$ cat src/rtl/ce_pkg.sv
// ---------------------------------------------------------------------------
// ce_pkg
// Shared helpers for the convolution MAC engine.
//   clog2       - ceiling log2 used to size the adder tree (clog2(1) = 0).
//   N, T        - tap count and tree depth for the default 3x3 kernel.
//   ce_latency  - accept-edge to out_valid-edge distance for kernel edge k.
// ---------------------------------------------------------------------------
package ce_pkg;

    function automatic int clog2(input int value);
        int result;
        int rem;
        result = 0;
        rem    = value - 1;
        while (rem > 0) begin
            result = result + 1;
            rem    = rem >> 1;
        end
        return result;
    endfunction

    localparam int CE_KERNEL = 3;
    localparam int N         = CE_KERNEL * CE_KERNEL;
    localparam int T         = clog2(N);

    // Input stage, multiply stage, sign-extension stage, T tree levels and
    // the accumulator give clog2(k*k)+3 edges from accept to out_valid.
    function automatic int ce_latency(input int k);
        return clog2(k * k) + 3;
    endfunction

endpackage

$ cat src/rtl/mac_adder_tree.sv
// ---------------------------------------------------------------------------
// mac_adder_tree
// Registered reduction of N signed operands into one WIDTH-bit sum.
// Stage 0 registers the operands sign-extended to WIDTH; then clog2(N)
// registered pairwise-add levels follow. An unpaired operand at a level is
// passed through into the next level's register.
// A valid bit and a sideband word travel alongside each operand set.
// Ports:
//   clk, rst    - clock, synchronous active-high reset
//   en_i        - hold enable; when low every register keeps its value
//   valid_i     - operand set present
//   operands_i  - N packed signed operands, operand j at [IN_WIDTH*j +: IN_WIDTH]
//   sb_i        - sideband word aligned with the operands
//   valid_o     - sum_o / sb_o valid
//   sum_o       - signed sum of the operand set
//   sb_o        - sideband that entered with that operand set
//   busy_o      - any operand set in flight
// ---------------------------------------------------------------------------
module mac_adder_tree
    import ce_pkg::*;
#(
    parameter int IN_WIDTH = 16,
    parameter int WIDTH    = 32,
    parameter int N        = 9,
    parameter int SB_WIDTH = 1
) (
    input  logic                  clk,
    input  logic                  rst,
    input  logic                  en_i,
    input  logic                  valid_i,
    input  logic [N*IN_WIDTH-1:0] operands_i,
    input  logic [SB_WIDTH-1:0]   sb_i,
    output logic                  valid_o,
    output logic [WIDTH-1:0]      sum_o,
    output logic [SB_WIDTH-1:0]   sb_o,
    output logic                  busy_o
);

    localparam int T_LVLS = clog2(N);
    localparam int DEPTH  = T_LVLS + 1;
    // One spare slot so the pair index 2*j+1 never leaves the array.
    localparam int SLOTS  = N + 1;

    logic signed [WIDTH-1:0] lvl_q [DEPTH][SLOTS];
    logic signed [WIDTH-1:0] lvl_d [DEPTH][SLOTS];
    logic [DEPTH-1:0]        vld_q;
    logic [SB_WIDTH-1:0]     sb_q [DEPTH];

    always_comb begin
        int prev_cnt;
        for (int l = 0; l < DEPTH; l++) begin
            for (int j = 0; j < SLOTS; j++) begin
                lvl_d[l][j] = '0;
            end
        end
        for (int j = 0; j < N; j++) begin
            lvl_d[0][j] = WIDTH'($signed(operands_i[IN_WIDTH*j +: IN_WIDTH]));
        end
        for (int l = 1; l < DEPTH; l++) begin
            // Number of live operands in the previous level.
            prev_cnt = (N + (1 << (l - 1)) - 1) >> (l - 1);
            for (int j = 0; j < (N + 1) / 2; j++) begin
                if (2 * j + 1 < prev_cnt) begin
                    lvl_d[l][j] = lvl_q[l-1][2*j] + lvl_q[l-1][2*j+1];
                end else if (2 * j < prev_cnt) begin
                    lvl_d[l][j] = lvl_q[l-1][2*j];
                end
            end
        end
    end

    always_ff @(posedge clk) begin
        if (rst) begin
            lvl_q <= '{default: '0};
            vld_q <= '0;
            for (int s = 0; s < DEPTH; s++) begin
                sb_q[s] <= '0;
            end
        end else if (en_i) begin
            lvl_q    <= lvl_d;
            vld_q[0] <= valid_i;
            sb_q[0]  <= sb_i;
            for (int s = 1; s < DEPTH; s++) begin
                vld_q[s] <= vld_q[s-1];
                sb_q[s]  <= sb_q[s-1];
            end
        end
    end

    assign valid_o = vld_q[DEPTH-1];
    assign sum_o   = lvl_q[DEPTH-1][0];
    assign sb_o    = sb_q[DEPTH-1];
    assign busy_o  = |vld_q;

endmodule

$ cat src/rtl/conv_mac_engine.sv
// ---------------------------------------------------------------------------
// conv_mac_engine
// KxK signed multiply-accumulate engine. Each accepted beat carries one data
// window and one weight window; their dot products are accumulated across
// input channels and emitted as one result on the beat flagged in_last.
// Pipeline: input stage -> multiply stage -> mac_adder_tree -> accumulator.
//
// Handshake: a beat transfers on an edge where in_valid && in_ready; a result
// transfers on an edge where out_valid && out_ready. The whole pipeline,
// including the accumulator, freezes while a result waits (out_valid &&
// !out_ready), so in_ready is simply the inverse of that stall.
//
// Build option: define CE_RELU_EN to clamp negative results to zero on the
// output register; the running accumulator always keeps the raw sum.
//
// Ports:
//   clk, rst          - clock, synchronous active-high reset
//   in_valid/in_ready - input beat handshake
//   in_last           - beat is the final input channel of the output
//   in_tag            - tag, taken from the last beat of a group
//   data, weight      - packed signed taps, tap i at [DATA_WIDTH*i +: DATA_WIDTH]
//   out_valid/out_ready - result handshake
//   result            - signed accumulated dot product
//   out_tag           - tag of the last beat that produced result
//   busy              - beat in flight or partial accumulation open
// ---------------------------------------------------------------------------
module conv_mac_engine
    import ce_pkg::*;
#(
    parameter int DATA_WIDTH = 8,
    parameter int KERNEL     = 3,
    parameter int ACC_WIDTH  = 32,
    parameter int TAG_WIDTH  = 8
) (
    input  logic                                clk,
    input  logic                                rst,
    input  logic                                in_valid,
    output logic                                in_ready,
    input  logic                                in_last,
    input  logic [TAG_WIDTH-1:0]                in_tag,
    input  logic [DATA_WIDTH*KERNEL*KERNEL-1:0] data,
    input  logic [DATA_WIDTH*KERNEL*KERNEL-1:0] weight,
    output logic                                out_valid,
    input  logic                                out_ready,
    output logic [ACC_WIDTH-1:0]                result,
    output logic [TAG_WIDTH-1:0]                out_tag,
    output logic                                busy
);

    localparam int N_TAPS = KERNEL * KERNEL;
    localparam int PW     = 2 * DATA_WIDTH;
    localparam int VW     = DATA_WIDTH * N_TAPS;

    logic stall;

    // Input stage
    logic                 s0_vld_q;
    logic                 s0_last_q;
    logic [TAG_WIDTH-1:0] s0_tag_q;
    logic [VW-1:0]        s0_data_q;
    logic [VW-1:0]        s0_weight_q;

    // Multiply stage
    logic [PW*N_TAPS-1:0] prod_d;
    logic [PW*N_TAPS-1:0] s1_prod_q;
    logic                 s1_vld_q;
    logic                 s1_last_q;
    logic [TAG_WIDTH-1:0] s1_tag_q;

    // Tree outputs
    logic                 tree_vld;
    logic [ACC_WIDTH-1:0] tree_sum;
    logic [TAG_WIDTH:0]   tree_sb;
    logic                 tree_busy;
    logic                 tree_last;
    logic [TAG_WIDTH-1:0] tree_tag;

    // Accumulator stage
    logic signed [ACC_WIDTH-1:0] acc_q;
    logic signed [ACC_WIDTH-1:0] acc_next;
    logic signed [ACC_WIDTH-1:0] result_d;
    logic                        first_q;
    logic [ACC_WIDTH-1:0]        result_q;
    logic [TAG_WIDTH-1:0]        out_tag_q;
    logic                        out_valid_q;

    assign stall    = out_valid_q && !out_ready;
    assign in_ready = !stall;

    always_ff @(posedge clk) begin
        if (rst) begin
            s0_vld_q    <= 1'b0;
            s0_last_q   <= 1'b0;
            s0_tag_q    <= '0;
            s0_data_q   <= '0;
            s0_weight_q <= '0;
        end else if (!stall) begin
            // in_ready is high whenever we get here, so in_valid alone marks an accept.
            s0_vld_q    <= in_valid;
            s0_last_q   <= in_last;
            s0_tag_q    <= in_tag;
            s0_data_q   <= data;
            s0_weight_q <= weight;
        end
    end

    // Operands are widened to the product width first so the low PW bits
    // of the multiply hold the exact signed product.
    always_comb begin
        prod_d = '0;
        for (int i = 0; i < N_TAPS; i++) begin
            prod_d[PW*i +: PW] = PW'($signed(s0_data_q[DATA_WIDTH*i +: DATA_WIDTH]))
                               * PW'($signed(s0_weight_q[DATA_WIDTH*i +: DATA_WIDTH]));
        end
    end

    always_ff @(posedge clk) begin
        if (rst) begin
            s1_prod_q <= '0;
            s1_vld_q  <= 1'b0;
            s1_last_q <= 1'b0;
            s1_tag_q  <= '0;
        end else if (!stall) begin
            s1_prod_q <= prod_d;
            s1_vld_q  <= s0_vld_q;
            s1_last_q <= s0_last_q;
            s1_tag_q  <= s0_tag_q;
        end
    end

    mac_adder_tree #(
        .IN_WIDTH (PW),
        .WIDTH    (ACC_WIDTH),
        .N        (N_TAPS),
        .SB_WIDTH (TAG_WIDTH + 1)
    ) u_tree (
        .clk        (clk),
        .rst        (rst),
        .en_i       (!stall),
        .valid_i    (s1_vld_q),
        .operands_i (s1_prod_q),
        .sb_i       ({s1_last_q, s1_tag_q}),
        .valid_o    (tree_vld),
        .sum_o      (tree_sum),
        .sb_o       (tree_sb),
        .busy_o     (tree_busy)
    );

    assign tree_last = tree_sb[TAG_WIDTH];
    assign tree_tag  = tree_sb[TAG_WIDTH-1:0];

    // The first beat of a group ignores whatever the accumulator holds.
    assign acc_next = (first_q ? '0 : acc_q) + $signed(tree_sum);

`ifdef CE_RELU_EN
    assign result_d = acc_next[ACC_WIDTH-1] ? '0 : acc_next;
`else
    assign result_d = acc_next;
`endif

    always_ff @(posedge clk) begin
        if (rst) begin
            acc_q       <= '0;
            first_q     <= 1'b1;
            result_q    <= '0;
            out_tag_q   <= '0;
            out_valid_q <= 1'b0;
        end else if (!stall) begin
            // Not stalled means any pending result was taken this edge.
            out_valid_q <= 1'b0;
            if (tree_vld) begin
                if (tree_last) begin
                    result_q    <= result_d;
                    out_tag_q   <= tree_tag;
                    out_valid_q <= 1'b1;
                    acc_q       <= '0;
                    first_q     <= 1'b1;
                end else begin
                    acc_q   <= acc_next;
                    first_q <= 1'b0;
                end
            end
        end
    end

    assign out_valid = out_valid_q;
    assign result    = result_q;
    assign out_tag   = out_tag_q;
    assign busy      = s0_vld_q || s1_vld_q || tree_busy || !first_q;

endmodule
$ cat config.mk
export PLATFORM = sky130hd
export DESIGN_NAME = conv_mac_engine
export DESIGN_NICKNAME = d
export VERILOG_FILES = /design/src/rtl/ce_pkg.sv /design/src/rtl/mac_adder_tree.sv /design/src/rtl/conv_mac_engine.sv
export SDC_FILE = /design/constraint.sdc
export NUM_CORES = 2
export LEC_CHECK = 0
export BUFFER_PORTS_ARGS = -buffer_cell sky130_fd_sc_hd__buf_4
export CORE_ASPECT_RATIO = 0.6
export CORE_MARGIN = 10
export CORE_UTILIZATION = 64
export DETAILED_ROUTE_END_ITERATION = 12
export GPL_ROUTABILITY_DRIVEN = 0
export PLACE_DENSITY = 0.89
export SLEW_MARGIN = 15
export SYNTH_ARGS = -nofsm -noshare
export SYNTH_HDL_FRONTEND = slang
export SYNTH_SLANG_ARGS = --single-unit
$ cat constraint.sdc
create_clock -name clk -period 5.15 [get_ports clk]
set_clock_uncertainty 0.1 [all_clocks]
set_input_delay 0.7725 -clock clk [delete_from_list [all_inputs] [get_ports clk]]
set_output_delay 0.7725 -clock clk [all_outputs]
set_load 0.01 [all_outputs]
=== Word level (Yosys, flattened, before mapping) ===
Memories as Yosys holds them, arrays and structs flattened.
Cells that the tools add are included.

* Memories kept: 1
* Input port bits: 157
* Output and inout port bits: 43
* RAM bits: 45
* Logic and storage cells: 84
* Flip-flop bits (word level): 835

{| class="wikitable"
|+ Memories
! name !! depth !! width !! rd ports !! clocked after memory_dff !! write ports !! line !! source
|-
| u_tree.sb_q || 5 || 9 || 5 || 0 || 5 || mac_adder_tree.sv:47 || <nowiki>logic [SB_WIDTH-1:0] sb_q [DEPTH];</nowiki>
|}

* Reduce and logical (&&, ||, !) cells: 10
* $mul: 9
* Bitwise gates (word level): 6
* Add/subtract/negate cells: 9
* Multiplexer cells: 14

{| class="wikitable"
|+ Operator list
! operator !! number
|-
| multiplier 8 x 8 -> 16 bit || 9
|-
| adder 32 bit || 4
|-
| adder 16 x 16 -> 17 bit || 4
|-
| 2-to-1 mux 32 bit || 2
|-
| 2-to-1 mux 9 bit || 5
|-
| adder 32 x 16 -> 32 bit || 1
|-
| 2-to-1 mux 1 bit || 7
|-
| bitwise OR 1 bit || 5
|-
| OR reduction 5 bit || 1
|-
| logical NOT 1 bit || 3
|-
| logical OR 1 bit || 3
|-
| AND reduction 3 bit || 1
|-
| AND reduction 2 bit || 1
|-
| logical AND 1 bit || 1
|-
| NOT 1 bit || 1
|}

=== Logic depth before layout (Yosys ltp) ===
* Depth in word-level cells: 6
* Mapped depth: 22
* Depth with buffers taken out: 21

=== Modules after synthesis ===
A second synthesis with hierarchy kept.

* Cells, all modules: 6701
* Area total of the unflattened synthesis: 59413.2 um^2

{| class="wikitable"
|+ Modules (own cells, without submodules)
! module !! sequential area each (um^2) !! cells each !! instances !! area each (um^2)
|-
| conv_mac_engine || 7647.3 || 4292 || 1 || 36925.4
|-
| mac_adder_tree || 9218.8 || 2409 || 1 || 22487.8
|}

=== Least setup slack after synthesis ===
OpenSTA, ideal clock, no wires.

* Path kind: register -> register
* From: register s0_data_q[62]
* To: register s1_prod_q[126]
* Setup slack: 0.515 ns
* Data arrival time: 4.407 ns
* Required time: 4.922 ns
* Buffers on the path: 1
* Library setup time: 0.128 ns
* Stages on the path, launching flop included: 22
* Path through: dfxtp_1 clkbuf_1 and2_1 fa_1 inv_1 fa_1 inv_1 fa_1 inv_1 fa_1 inv_1 ha_1 o21ai_0 a21boi_0 o21ai_0 nand2b_1 a21o_1 a21oi_1 nor2_1 a211oi_1 xor2_1 o21ai_0

* Cells in the longest elaborated chain, start to end: 1

{| class="wikitable"
|+ Ends and longest elaborated chain
! element !! line !! source
|-
| from (decl) || conv_mac_engine.sv:60 || <nowiki>logic [VW-1:0] s0_data_q;</nowiki>
|-
| from (signal assigned) || conv_mac_engine.sv:102 || <nowiki>s0_data_q <= data;</nowiki>
|-
| multiplier 8 x 8 -> 16 bit || conv_mac_engine.sv:113 || <nowiki>* PW'($signed(s0_weight_q[DATA_WIDTH*i +: DATA_WIDTH]));</nowiki>
|-
| to (signal assigned) || conv_mac_engine.sv:124 || <nowiki>s1_prod_q <= prod_d;</nowiki>
|-
| to (decl) || conv_mac_engine.sv:65 || <nowiki>logic [PW*N_TAPS-1:0] s1_prod_q;</nowiki>
|}

Every way passes these cells.
A chain may end at the register's enable or synchronous reset.

=== Final worst setup path ===
* From: register s0_data_q[5]
* To: register s1_prod_q[14]

Same word-level chain as after synthesis.

==> results.md <==
- The flow ran to the end, and the final reports show no timing, DRC or antenna violations.
- Overall power consumption after layout is estimated at 18.32 mW.
- The cell at the root of the clock tree is clkbuf_16.
- Data arrives at the worst endpoint at 5.41 ns.
- The average wire per cell in the routed design is 17.08 microns.
- The core region is 0.08944 sq mm.
- The count of maximum capacitance violations is 0.
- The number of primary I/O pins is 200.
- The setup slack at placement is 0.06992 ns.
- The detailed-routing iteration count for the pre-antenna-repair pass is 6.
- The post-synthesis mux area share is 0.1566%.
- The startpoint identified for the worst hold timing path is weight[70].
- Each instance of the synthesized netlist takes up on average 8.496 sq um.
- After synthesis the netlist holds a flip-flop and latch count of 820.
- The worst setup path is launched from a flop.
- The clock period minus worst slack is 4.954 ns.
- For this run, design rule violations remaining after detail routing come to 0.
- For this run, the top clock speed supported by timing is 201.8 MHz.
- In the synthesized netlist the dominant register cell turns out to be dfxtp_1.
- The later pin in the worst-skew pair is clocked with a latency of 0.70 ns.
- Setup total negative slack on the finished layout was measured at 0 ns.
- The area of the mapped netlist is 0.05751 sq mm.
- By area, the combinational part of the netlist is dominated by adder cells.
- The critical path capture point type is a flop.
- The number of global-route vias before repair is 46330.
- The distinct cell type count of the synthesized netlist is 73.
- Summed over all instances, the cell type with the most area after synthesis is dfxtp_1.
- For this design the ratio of total power to cell area is 291.0 mW/mm^2.
- Of the total synthesized cell area, the portion taken by full adders, half adders and majority gates is 27.38%.
- The final cycle utilization of the critical path is 96.20%.
- The number of buffers created by CTS is 81.
- The share of flip-flops with an asynchronous set or reset after synthesis is 0%.
- After Yosys synthesis, XOR and XNOR cells account for 4.218% of the synthesized area.
- The type of the worst min-delay path is in -> reg.
- The synthesized netlist devotes 13.54% of its cell area to compound gates.
- The top cell type by area accounts for 26.98% of the synthesized area.
- The sequential cell area is 0.01692 sq mm.
- In this run the vertical extent of the chip is 252.2 microns.
- The cell area after layout is 0.06295 sq mm.
- The die covers 0.1026 sq mm.
- The count of input and output buffers is 199.
- Global routing finished with a remaining overflow of 0.
- After detailed routing, the number of vias per cell comes to 5.665.
- The worst-case IR drop observed on VDD is 0.0002812 V.
- The detail route stage leaves a number of antenna-violating nets equal to 0.
- In this run the static leakage power is 29.56 nW.
- Headroom to the max-slew limit came out at 23.58%.
- For the pin with the worst max-slew slack, the measured transition is 1.146 ns.
- The number of hold buffers added after CTS is 0.
- The depth of the CTS H-tree is 3.
- The final count of hold timing violations was 0.
- The capture point of the worst reg-to-reg path is s1_prod_q[14].
- In this run the deepest clock path goes through 3 buffers.
- Entering global routing, the biggest net connects 244 pins.
- The critical path in this run is classified as reg -> reg.
- The number of vias in the routed layout is 45870.
- Counting tap cells, the placed design contains a total of 7945 instances.
- The number of placement rows is 85.
- Yosys attributes the largest share of cell area to dfxtp_1 27%, fa_1 18%, ha_1 9.8%.
- The most common cell in the synthesized netlist is nand2_1.
- The setup check on the worst reg-to-reg path leaves a slack of 0.20 ns.
- The post-CTS clock slew at the launch and capture registers of the worst setup and hold paths is 0.08 ns.
- The global-route wire length before repair is 230000 microns.
- Setup violations remaining at the end of the flow were counted as 0.
- The count of nets after finishing is 7926.
- The clock net in this run drives a total of 820 sinks.
- The number of synthesized flops with an enable pin is 45.
- After detailed routing, the total wire length is 138300 microns.
- Across every metal layer, demand over resource in global routing totals 26.69%.
- The launch instance of the worst register-to-register path is s0_data_q[5].
- In this run the worst path has a maximum fanout of 9.
- The floorplan step set the die width to 407.0 microns.
- The placed wire-length estimate is 101100 microns.
- The largest single stage delay on the critical path is 0.54 ns.
- The critical path goes through and2_1, fa_1, inv_1, fa_1, inv_1, fa_1, inv_1, fa_1, inv_1, ha_1, o21ai_0, a21boi_0, o21ai_0, nand2b_1, a21o_1, a21oi_1, nor2_1, a211oi_2, xor2_1, o21ai_0.
- The number of antenna diodes in the final layout is 0.
- Summing the sequential cell areas from Yosys gives 29.33% of the chip area.
- For this run, the number of Yosys warnings is 0.
- Summing all multi-input logic gate instances after layout gives 0.03681 sq mm.
- Measured on the finished design, the core utilization comes to 70.38%.
- Synthesis produced a netlist whose cell count is 6769.
- The share of post-route cells with drive strength above 1 is 7.036%.
- The path with the worst hold slack has its endpoint at s0_weight_q[70].
- The simple-gate portion of the synthesized area is 18.53%.
- Synthesis produced a netlist with a net count of 7882.
- Counting instances, the worst hold path has a depth of 3.
- The slowest cell on the critical path is fa_1.
- The number of max-slew violations in the final report is 0.
- The number of antenna violations at the first check in global routing is 0.
- The area after detailed placement is 0.05992 sq mm.
- The DRC violation total after the first TritonRoute iteration is 4075.
- Excluding fillers, the count of instances in the completed layout stands at 8097.
- The post-layout worst setup margin is 0.1956 ns.
- The tightest hold path in the finished design has a slack of 0.2210 ns.
- The initial standard-cell utilization of the core is 64.30%.
- The TritonCTS clock tree is yes.
- From synthesis to final layout, the design area changed by 9.457%.
- Sorting the synthesized cells by how often they occur yields 1336 x nand2_1, 775 x dfxtp_1, 764 x inv_1.
- The count of fill cells added during filler insertion is 6547.
- The worst reg-to-reg path cell count is 20.
- STA puts the critical path data required time at 5.60 ns.
[layer usage]
metal	GRT usage [%]	routed length [microns]	vias up
met5	0	0	-
met4	6.271	2796	0
met3	5.249	10770	247
met2	41.71	61610	1634
met1	37.99	63110	22120
li1	-	-	21870
[power by group]
part           switching (mW)  internal, mW  total [mW]
Sequential              0.536          7.04        7.57
Clock                    2.80          3.67        6.47
Combinational            2.42          1.85        4.28
Total                    5.76          12.6        18.3
[timing repair]
action	CTS	global route
setup endpoints to repair	0	15
gates resized for setup	0	70
buffers inserted	0	3
[cell type report]
cell class,instances,share of cell area (%)
multi-input combinational,4899,58.47
sequential,820,26.88
inverter,766,4.585
clock buffer,97,3.492
timing repair buffer,245,3.053
tap,1218,2.421
clock inverter,52,1.093
[logic make-up after synthesis]
kind of cell               Yosys count
xor gates and xnor gates           277
adders and majority gates          956
and+or+nand+nor                   2331
AOI/OAI and AO/OA                 1327
muxes                                8
buffers and inverters             1050
DFF                                820
[layout by cell type (no fill, tap or decap), types with 10 or more instances in the layout]
cell       instances
ha_1             452
a22oi_1           10
buf_4            238
dfxtp_2           45
o31ai_1           12
a211oi_1          43
nand2b_1          65
edfxtp_1          45
a31oi_1           13
nand4_1           11
nand2_1         1336
o21bai_1          22
nor3_1            52
and2_1           418
xor2_1            97
or3_1             16
clkbuf_16         82
o21ai_0          186
a22o_1            57
clkinv_2          14
nor2_1           204
a21oi_1          722
dfxtp_1          730
nand3_1           45
xnor2_1          180
a21o_1           134
bufinv_16         11
o21a_1            19
inv_1            763
o21ai_1           14
nor2b_1          124
fa_1             503
and3_1            21
[how the worst max path moves through the flow]
stage	startpoint	to	slack, ns	cells after the start
3_3_place_gp	s0_weight_q[58]	s1_prod_q[126]	0.36	20
5_1_grt	s0_data_q[5]	s1_prod_q[14]	-0.07	20
4_1_cts	s0_weight_q[49]	s1_prod_q[110]	0.05	20
2_1_floorplan	s0_data_q[62]	s1_prod_q[126]	0.52	21
3_5_place_dp	s0_weight_q[49]	s1_prod_q[110]	0.07	20
6_report	s0_data_q[5]	s1_prod_q[14]	0.20	20
[sequential cells by signal, indices dropped and copies added (netlist names), 32 cells and up]
register and flops:
acc_q 32, result 32, u_tree.sb_q 45, s0_data_q 72, s0_weight_q 72, u_tree.lvl_d 48
u_tree.sum_o 32, u_tree.lvl_q 308, s1_prod_q 144
[critical path: cells and delay by family, from the launching register on]
kind            cells  cell delay (ns)
fa+ha+maj           5             2.31
compound gates      7             1.25
simple gates        3             0.42
flops               1             0.38
buf+inv             4             0.19
xor+xnor            1             0.18
Note: power is estimated with default switching activity, not from simulation.
